`config.mk`:
```
export PLATFORM = sky130hd
export DESIGN_NAME = temporal_ge_array
export DESIGN_NICKNAME = d
export VERILOG_FILES = /design/src/rtl/ge_pkg.sv /design/src/rtl/ge_channel.sv /design/src/rtl/temporal_ge_array.sv
export SDC_FILE = /design/constraint.sdc
export NUM_CORES = 1
export LEC_CHECK = 0
export BUFFER_PORTS_ARGS = -buffer_cell sky130_fd_sc_hd__buf_2
export CAP_MARGIN = 40
export CORE_UTILIZATION = 59
export CTS_CLUSTER_SIZE = 12
export DETAILED_ROUTE_END_ITERATION = 8
export HOLD_SLACK_MARGIN = 0.06
export PLACE_DENSITY = 0.87
export SETUP_SLACK_MARGIN = 0.02
export SYNTH_ARGS = -nofsm -noshare
export SYNTH_HDL_FRONTEND = slang
export SYNTH_SLANG_ARGS = --single-unit
```
`constraint.sdc`:
```
create_clock -name aclk -period 2 [get_ports aclk]
set_input_delay 0.1 -clock aclk [delete_from_list [all_inputs] [get_ports aclk]]
set_output_delay 0.1 -clock aclk [all_outputs]
set_load 0.005 [all_outputs]
```
`src/rtl/ge_pkg.sv`:
```
// Shared types for the temporal GE comparator array: comparison modes,
// channel FSM states and the cmp_mode decoder.
package ge_pkg;

  typedef enum logic [1:0] {
    CMP_GE = 2'd0,
    CMP_GT = 2'd1,
    CMP_EQ = 2'd2
  } cmp_mode_e;

  typedef enum logic [1:0] {
    IDLE   = 2'd0,
    B_SEEN = 2'd1,
    FIRE   = 2'd2,
    DONE   = 2'd3
  } ch_state_e;

  // The unused encoding 2'b11 is folded onto GE so the mode register
  // never holds an undefined relation.
  function automatic cmp_mode_e decode_cmp_mode(input logic [1:0] raw);
    cmp_mode_e mode;
    case (raw)
      2'b01:   mode = CMP_GT;
      2'b10:   mode = CMP_EQ;
      default: mode = CMP_GE;
    endcase
    return mode;
  endfunction

endpackage

```
`src/rtl/ge_channel.sv`:
```
// One race-logic comparator channel: tracks first arrivals of a and b within
// the current gamma cycle and emits a PULSE_WIDTH-cycle pulse on q when the
// selected relation holds. With GE_TIMESTAMP_EN defined, the gcnt value of
// a's arrival is latched into t_out when the pulse starts.
module ge_channel
  import ge_pkg::*;
#(
`ifdef GE_TIMESTAMP_EN
  parameter int GAMMA_CYCLE_WIDTH = 16,
`endif
  parameter int PULSE_WIDTH = 8
) (
  input  logic      aclk,
  input  logic      grst,
  input  logic      a,
  input  logic      b,
  input  logic      boundary,
  input  cmp_mode_e mode_q,
`ifdef GE_TIMESTAMP_EN
  input  logic [GAMMA_CYCLE_WIDTH-1:0] gcnt,
  output logic [GAMMA_CYCLE_WIDTH-1:0] t_out,
`endif
  output logic      q,
  output logic      fired
);

  localparam int PCW = $clog2(PULSE_WIDTH + 1);
  localparam logic [PCW-1:0] PCNT_LAST = PCW'(PULSE_WIDTH);

  ch_state_e      state_r;
  ch_state_e      state_nxt_s;
  logic [PCW-1:0] pcnt_r;
  logic [PCW-1:0] pcnt_nxt_s;
  logic           fire_entry_s;
  logic           q_r;
  logic           fired_r;

  // Next-state logic; the gamma boundary overrides every event so inputs in
  // the last cycle of a gamma are never recorded.
  always_comb begin
    state_nxt_s  = state_r;
    pcnt_nxt_s   = pcnt_r;
    fire_entry_s = 1'b0;
    if (boundary) begin
      state_nxt_s = IDLE;
      pcnt_nxt_s  = PCW'(0);
    end else begin
      case (state_r)
        IDLE: begin
          if (a && b) begin
            if (mode_q == CMP_GT) begin
              state_nxt_s = DONE;
            end else begin
              state_nxt_s  = FIRE;
              fire_entry_s = 1'b1;
            end
          end else if (a) begin
            state_nxt_s = DONE;
          end else if (b) begin
            state_nxt_s = B_SEEN;
          end else begin
            state_nxt_s = IDLE;
          end
        end
        B_SEEN: begin
          if (a) begin
            if (mode_q == CMP_EQ) begin
              state_nxt_s = DONE;
            end else begin
              state_nxt_s  = FIRE;
              fire_entry_s = 1'b1;
            end
          end else begin
            state_nxt_s = B_SEEN;
          end
        end
        FIRE: begin
          if (pcnt_r == PCNT_LAST) begin
            state_nxt_s = DONE;
            pcnt_nxt_s  = PCW'(0);
          end else begin
            pcnt_nxt_s = pcnt_r + PCW'(1);
          end
        end
        DONE: begin
          state_nxt_s = DONE;
        end
        default: begin
          state_nxt_s = IDLE;
          pcnt_nxt_s  = PCW'(0);
        end
      endcase
      if (fire_entry_s) begin
        pcnt_nxt_s = PCW'(1);
      end else begin
        pcnt_nxt_s = pcnt_nxt_s;
      end
    end
  end

  // State, pulse counter, registered pulse output and sticky fired flag.
  always_ff @(posedge aclk) begin
    if (grst) begin
      state_r <= IDLE;
      pcnt_r  <= PCW'(0);
      q_r     <= 1'b0;
      fired_r <= 1'b0;
    end else begin
      state_r <= state_nxt_s;
      pcnt_r  <= pcnt_nxt_s;
      q_r     <= (state_nxt_s == FIRE);
      fired_r <= boundary ? 1'b0 : (fired_r | fire_entry_s);
    end
  end

`ifdef GE_TIMESTAMP_EN
  logic [GAMMA_CYCLE_WIDTH-1:0] t_r;

  // Arrival timestamp of a, captured as the pulse starts, cleared each gamma.
  always_ff @(posedge aclk) begin
    if (grst) begin
      t_r <= GAMMA_CYCLE_WIDTH'(0);
    end else if (boundary) begin
      t_r <= GAMMA_CYCLE_WIDTH'(0);
    end else if (fire_entry_s) begin
      t_r <= gcnt;
    end else begin
      t_r <= t_r;
    end
  end

  assign t_out = t_r;
`endif

  assign q     = q_r;
  assign fired = fired_r;

endmodule

```
`src/rtl/temporal_ge_array.sv`:
```
// N-channel race-logic temporal comparator with built-in gamma timer.
// Optional macro GE_TIMESTAMP_EN adds the per-channel t_out timestamp port.
module temporal_ge_array
  import ge_pkg::*;
#(
  parameter int N_CH              = 8,
  parameter int GAMMA_CYCLE_WIDTH = 16,
  parameter int GAMMA_PERIOD      = 256,
  parameter int PULSE_WIDTH       = 8
) (
  input  logic            aclk,
  input  logic            grst,
  input  logic [N_CH-1:0] a,
  input  logic [N_CH-1:0] b,
  input  logic [1:0]      cmp_mode,
`ifdef GE_TIMESTAMP_EN
  output logic [N_CH-1:0][GAMMA_CYCLE_WIDTH-1:0] t_out,
`endif
  output logic [N_CH-1:0] q,
  output logic [N_CH-1:0] fired,
  output logic            gamma_start
);

  localparam logic [GAMMA_CYCLE_WIDTH-1:0] GCNT_LAST =
    GAMMA_CYCLE_WIDTH'(GAMMA_PERIOD - 1);

  logic [GAMMA_CYCLE_WIDTH-1:0] gcnt_r;
  cmp_mode_e                    mode_q_r;
  logic                         boundary_s;

  assign boundary_s  = (gcnt_r == GCNT_LAST);
  assign gamma_start = (gcnt_r == GAMMA_CYCLE_WIDTH'(0));

  // Gamma counter wrapping at GAMMA_PERIOD; mode is latched only at the
  // boundary so mid-gamma cmp_mode changes wait for the next gamma.
  always_ff @(posedge aclk) begin
    if (grst) begin
      gcnt_r   <= GAMMA_CYCLE_WIDTH'(0);
      mode_q_r <= CMP_GE;
    end else if (boundary_s) begin
      gcnt_r   <= GAMMA_CYCLE_WIDTH'(0);
      mode_q_r <= decode_cmp_mode(cmp_mode);
    end else begin
      gcnt_r   <= gcnt_r + GAMMA_CYCLE_WIDTH'(1);
      mode_q_r <= mode_q_r;
    end
  end

  for (genvar i = 0; i < N_CH; i++) begin : g_ch
    ge_channel #(
`ifdef GE_TIMESTAMP_EN
      .GAMMA_CYCLE_WIDTH(GAMMA_CYCLE_WIDTH),
`endif
      .PULSE_WIDTH(PULSE_WIDTH)
    ) u_ch (
      .aclk    (aclk),
      .grst    (grst),
      .a       (a[i]),
      .b       (b[i]),
      .boundary(boundary_s),
      .mode_q  (mode_q_r),
`ifdef GE_TIMESTAMP_EN
      .gcnt    (gcnt_r),
      .t_out   (t_out[i]),
`endif
      .q       (q[i]),
      .fired   (fired[i])
    );
  end

endmodule
```
==> results.cfg <==
[setup_path]
critPathMaxStageDelay_ps = 410
required_ps = 2270
r2r_start = gcnt_r[0]
ff2ff_setup_slack_ps = 230
cpMaxStageDelayCell = or3b_1
path_max_fanout = 5
reg2reg_depth = 5
worstSetupPathType = flop to flop
crit_chain = ha_1 > and4_1 > nand4_2 > or3b_1 > a21oi_1
rr_endpoint = mode_q_r[0]
crit_path_end_kind = flop
start_kind = flop
arrival_ps = 2040

[sta]
fin_hold_ws_ps = 202.5
period_share = 0.8831
setup_viol_count_final = 0
timing.setup.tns_ps = 0
fin_skew_ps = 7.737
max_freq_mhz = 566.2
maxSlewViolCount = 0
tightest_slew_ps = 482.0
period_needed_ps = 1766
setup_ws_ps = 233.9
hold_viol = 0
rsz0062_at_grt = no
slew_headroom = 0.6787

[status]
violations = DRC
status = finished with violations

[routing]
first_iter_violations = 117
drc = 6
ant_nets = 0
vias_per_cell = 5.553
vias = 3276
wl_per_cell_microns = 12.17
first_pass_iters = 6
wl_mm = 7.183

[clock_network]
htree_levels = 3
clk_pin_slew_ps = 80
cts_max_path_buffers = 2
postCtsSetupRepairBufs = 0
cts_sinks = 82
clk_latency_ps = 340
root_buffer = clkbuf_8
cts_inserted_buffers = 9
cts_tree = done

[cells_and_area]
fillCellCount = 507
drive_gt1_frac = 0.1209
layout_commonest_cell = dfxtp_1
syn_to_final_growth_pct = 10.83
fin_util = 0.6900
nets = 546
diodes = 0
final_cell_mix = dfxtp_1, nor2_1, a21oi_1

[grt]
globalRouteOverflowTotal = 0
grt_max_degree = 38
antenna_found_initial = 0
grt_pass1_wl_mm = 12.41
grt_pass1_vias = 3018
track_usage = 0.2151

[logic_synthesis]
ys_ff_latch = 82
synth-edff-count = 0
synthFlopType = dfxtp_1
syn_area_sq_um = 4021
ys_seq_area_frac = 0.4082
synth_warnings = 0
syn_avg_cell_area_sq_um = 8.538
synthArstFlopShare = 0
syn_nets = 509
ys_types = 45
netlist_instances = 471

[hold_path]
min_from = b[4]
hold_end = g_ch[4].u_ch.state_r[0]
min_path_cells = 5
hold_path.class = input port to flop

[floorplanning]
die_h_microns = 84.56
initial_utilization = 0.6226
die-area_sq_um = 7150
row_count = 29
dieWidth_microns = 84.56
core_sq_um = 6459
ioPinCount = 37

[placed_design]
gp_congestion = 0.8192
place_ws_ps = 256.9
dp_hpwl_mm = 5.186
io_buffers = 36

[run]
drv_cap = 0

[power_and_ir_drop]
p_per_area_nw_per_um2 = 743.2
power.leakage_nw = 1.809
ir_drop_v = 0.0005079
## kinds of logic (layout without fill, tap and decap cells)
kind of cell             after synthesis  in the layout  synth area share
AO/OA/AOI/OAI                        104            104            0.1543
XOR/XNOR                              11             11           0.02396
adder cells (fa/ha/maj)               18             18           0.05601
buffers and inverters                 54             96           0.07000
flip-flops                            82             82            0.4082
multiplexers                           7              7           0.01742
AND/OR/NAND/NOR                      195            195            0.2701
## worst max path at each step
| stage | from | end | slack [ps] | cells after the start |
|---|---|---|---|---|
| 2_1_floorplan | gcnt_r[0] | gcnt_r[13] | 380 | 7 |
| 3_3_place_gp | gcnt_r[0] | g_ch[3].u_ch.pcnt_r[3] | 320 | 6 |
| 3_5_place_dp | mode_q_r[1] | g_ch[5].u_ch.pcnt_r[3] | 260 | 4 |
| 4_1_cts | mode_q_r[1] | g_ch[5].u_ch.pcnt_r[3] | 230 | 4 |
| 5_1_grt | gcnt_r[0] | mode_q_r[0] | 60 | 5 |
| 6_report | gcnt_r[0] | mode_q_r[0] | 230 | 5 |
## flip-flops by register name, indices dropped and copies added (netlist names)
register	flops
g_ch.u_ch.state_r	16
gcnt_r	16
mode_q_r	2
g_ch.u_ch.q	8
g_ch.u_ch.pcnt_r	32
g_ch.u_ch.fired	8
## cell usage after synthesis, types with 2 or more instances
cell type  count  share of area
mux2i_1        7          0.017
or4_1          2         0.0037
and2_1         9          0.014
ha_1          18          0.056
nand4_1        3         0.0047
nand2_1       25          0.023
nor2b_1        2         0.0031
or3b_1         2         0.0044
nor3b_1       15          0.028
o21ai_1        5         0.0062
o21a_1        15          0.028
a21oi_1       41          0.051
nor4_4         2          0.011
nor4_1         2         0.0031
nand2b_1      15          0.023
and4_1         2         0.0044
buf_4         20          0.037
a211o_1        8          0.017
buf_2          3         0.0037
o22ai_1        8          0.012
nand3_1        6         0.0075
nor3_1        17          0.021
o21ai_0       22          0.027
nor2_1        65          0.061
xor2_1         5          0.011
nand3b_1      17          0.032
inv_1         29          0.027
o31ai_1        3         0.0056
xnor2_1        6          0.013
dfxtp_1       82           0.41
## per-stage QoR
step	instance area (sq um)	total power [mW]	std cells
floorplan	4021	2.127	471
global route	4457	3.492	590
detailed placement	4160	2.215	562
global placement	4160	2.196	562
finish	4457	3.312	590
CTS	4449	3.345	589
## power breakdown
group	switching, mW	internal, mW	total (mW)
clock	0.542	0.576	1.12
combinational	0.202	0.195	0.397
sequential	0.0791	1.72	1.80
total	0.823	2.49	3.31
## worst max-delay path, delay by kind of cell (launching register included)
family,cells,cell delay (ps)
adder cells (fa/ha/maj),1,240
AO/OA/AOI/OAI,1,150
flip-flops,1,390
AND/OR/NAND/NOR,3,910
## area by class of cell
class / count / area (sq um) / share of cell area
Clock buffer: 13 / 138.9 / 0.03116
Clock inverter: 3 / 40.04 / 0.008984
Inverter: 29 / 108.9 / 0.02442
Multi-Input combinational cell: 335 / 2098 / 0.4708
Sequential cell: 82 / 1642 / 0.3683
Tap cell: 77 / 96.34 / 0.02162
Timing Repair Buffer: 51 / 332.8 / 0.07468
## layer usage
| layer | vias up | GRT usage | share of wire |
|---|---|---|---|
| met5 | - | 0 | 0 |
| met4 | 0 | 0.07088 | 0.016 |
| met3 | 13 | 0.05703 | 0.039 |
| met2 | 51 | 0.3792 | 0.47 |
| met1 | 1518 | 0.2540 | 0.47 |
| li1 | 1694 | - | - |
## what timing repair did
action                                 4_1_cts  5_1_grt
hold buffers                                11        0
endpoints found under the hold margin       12        0
gates resized for setup                      0        0
(Power assumes the default switching activity.)
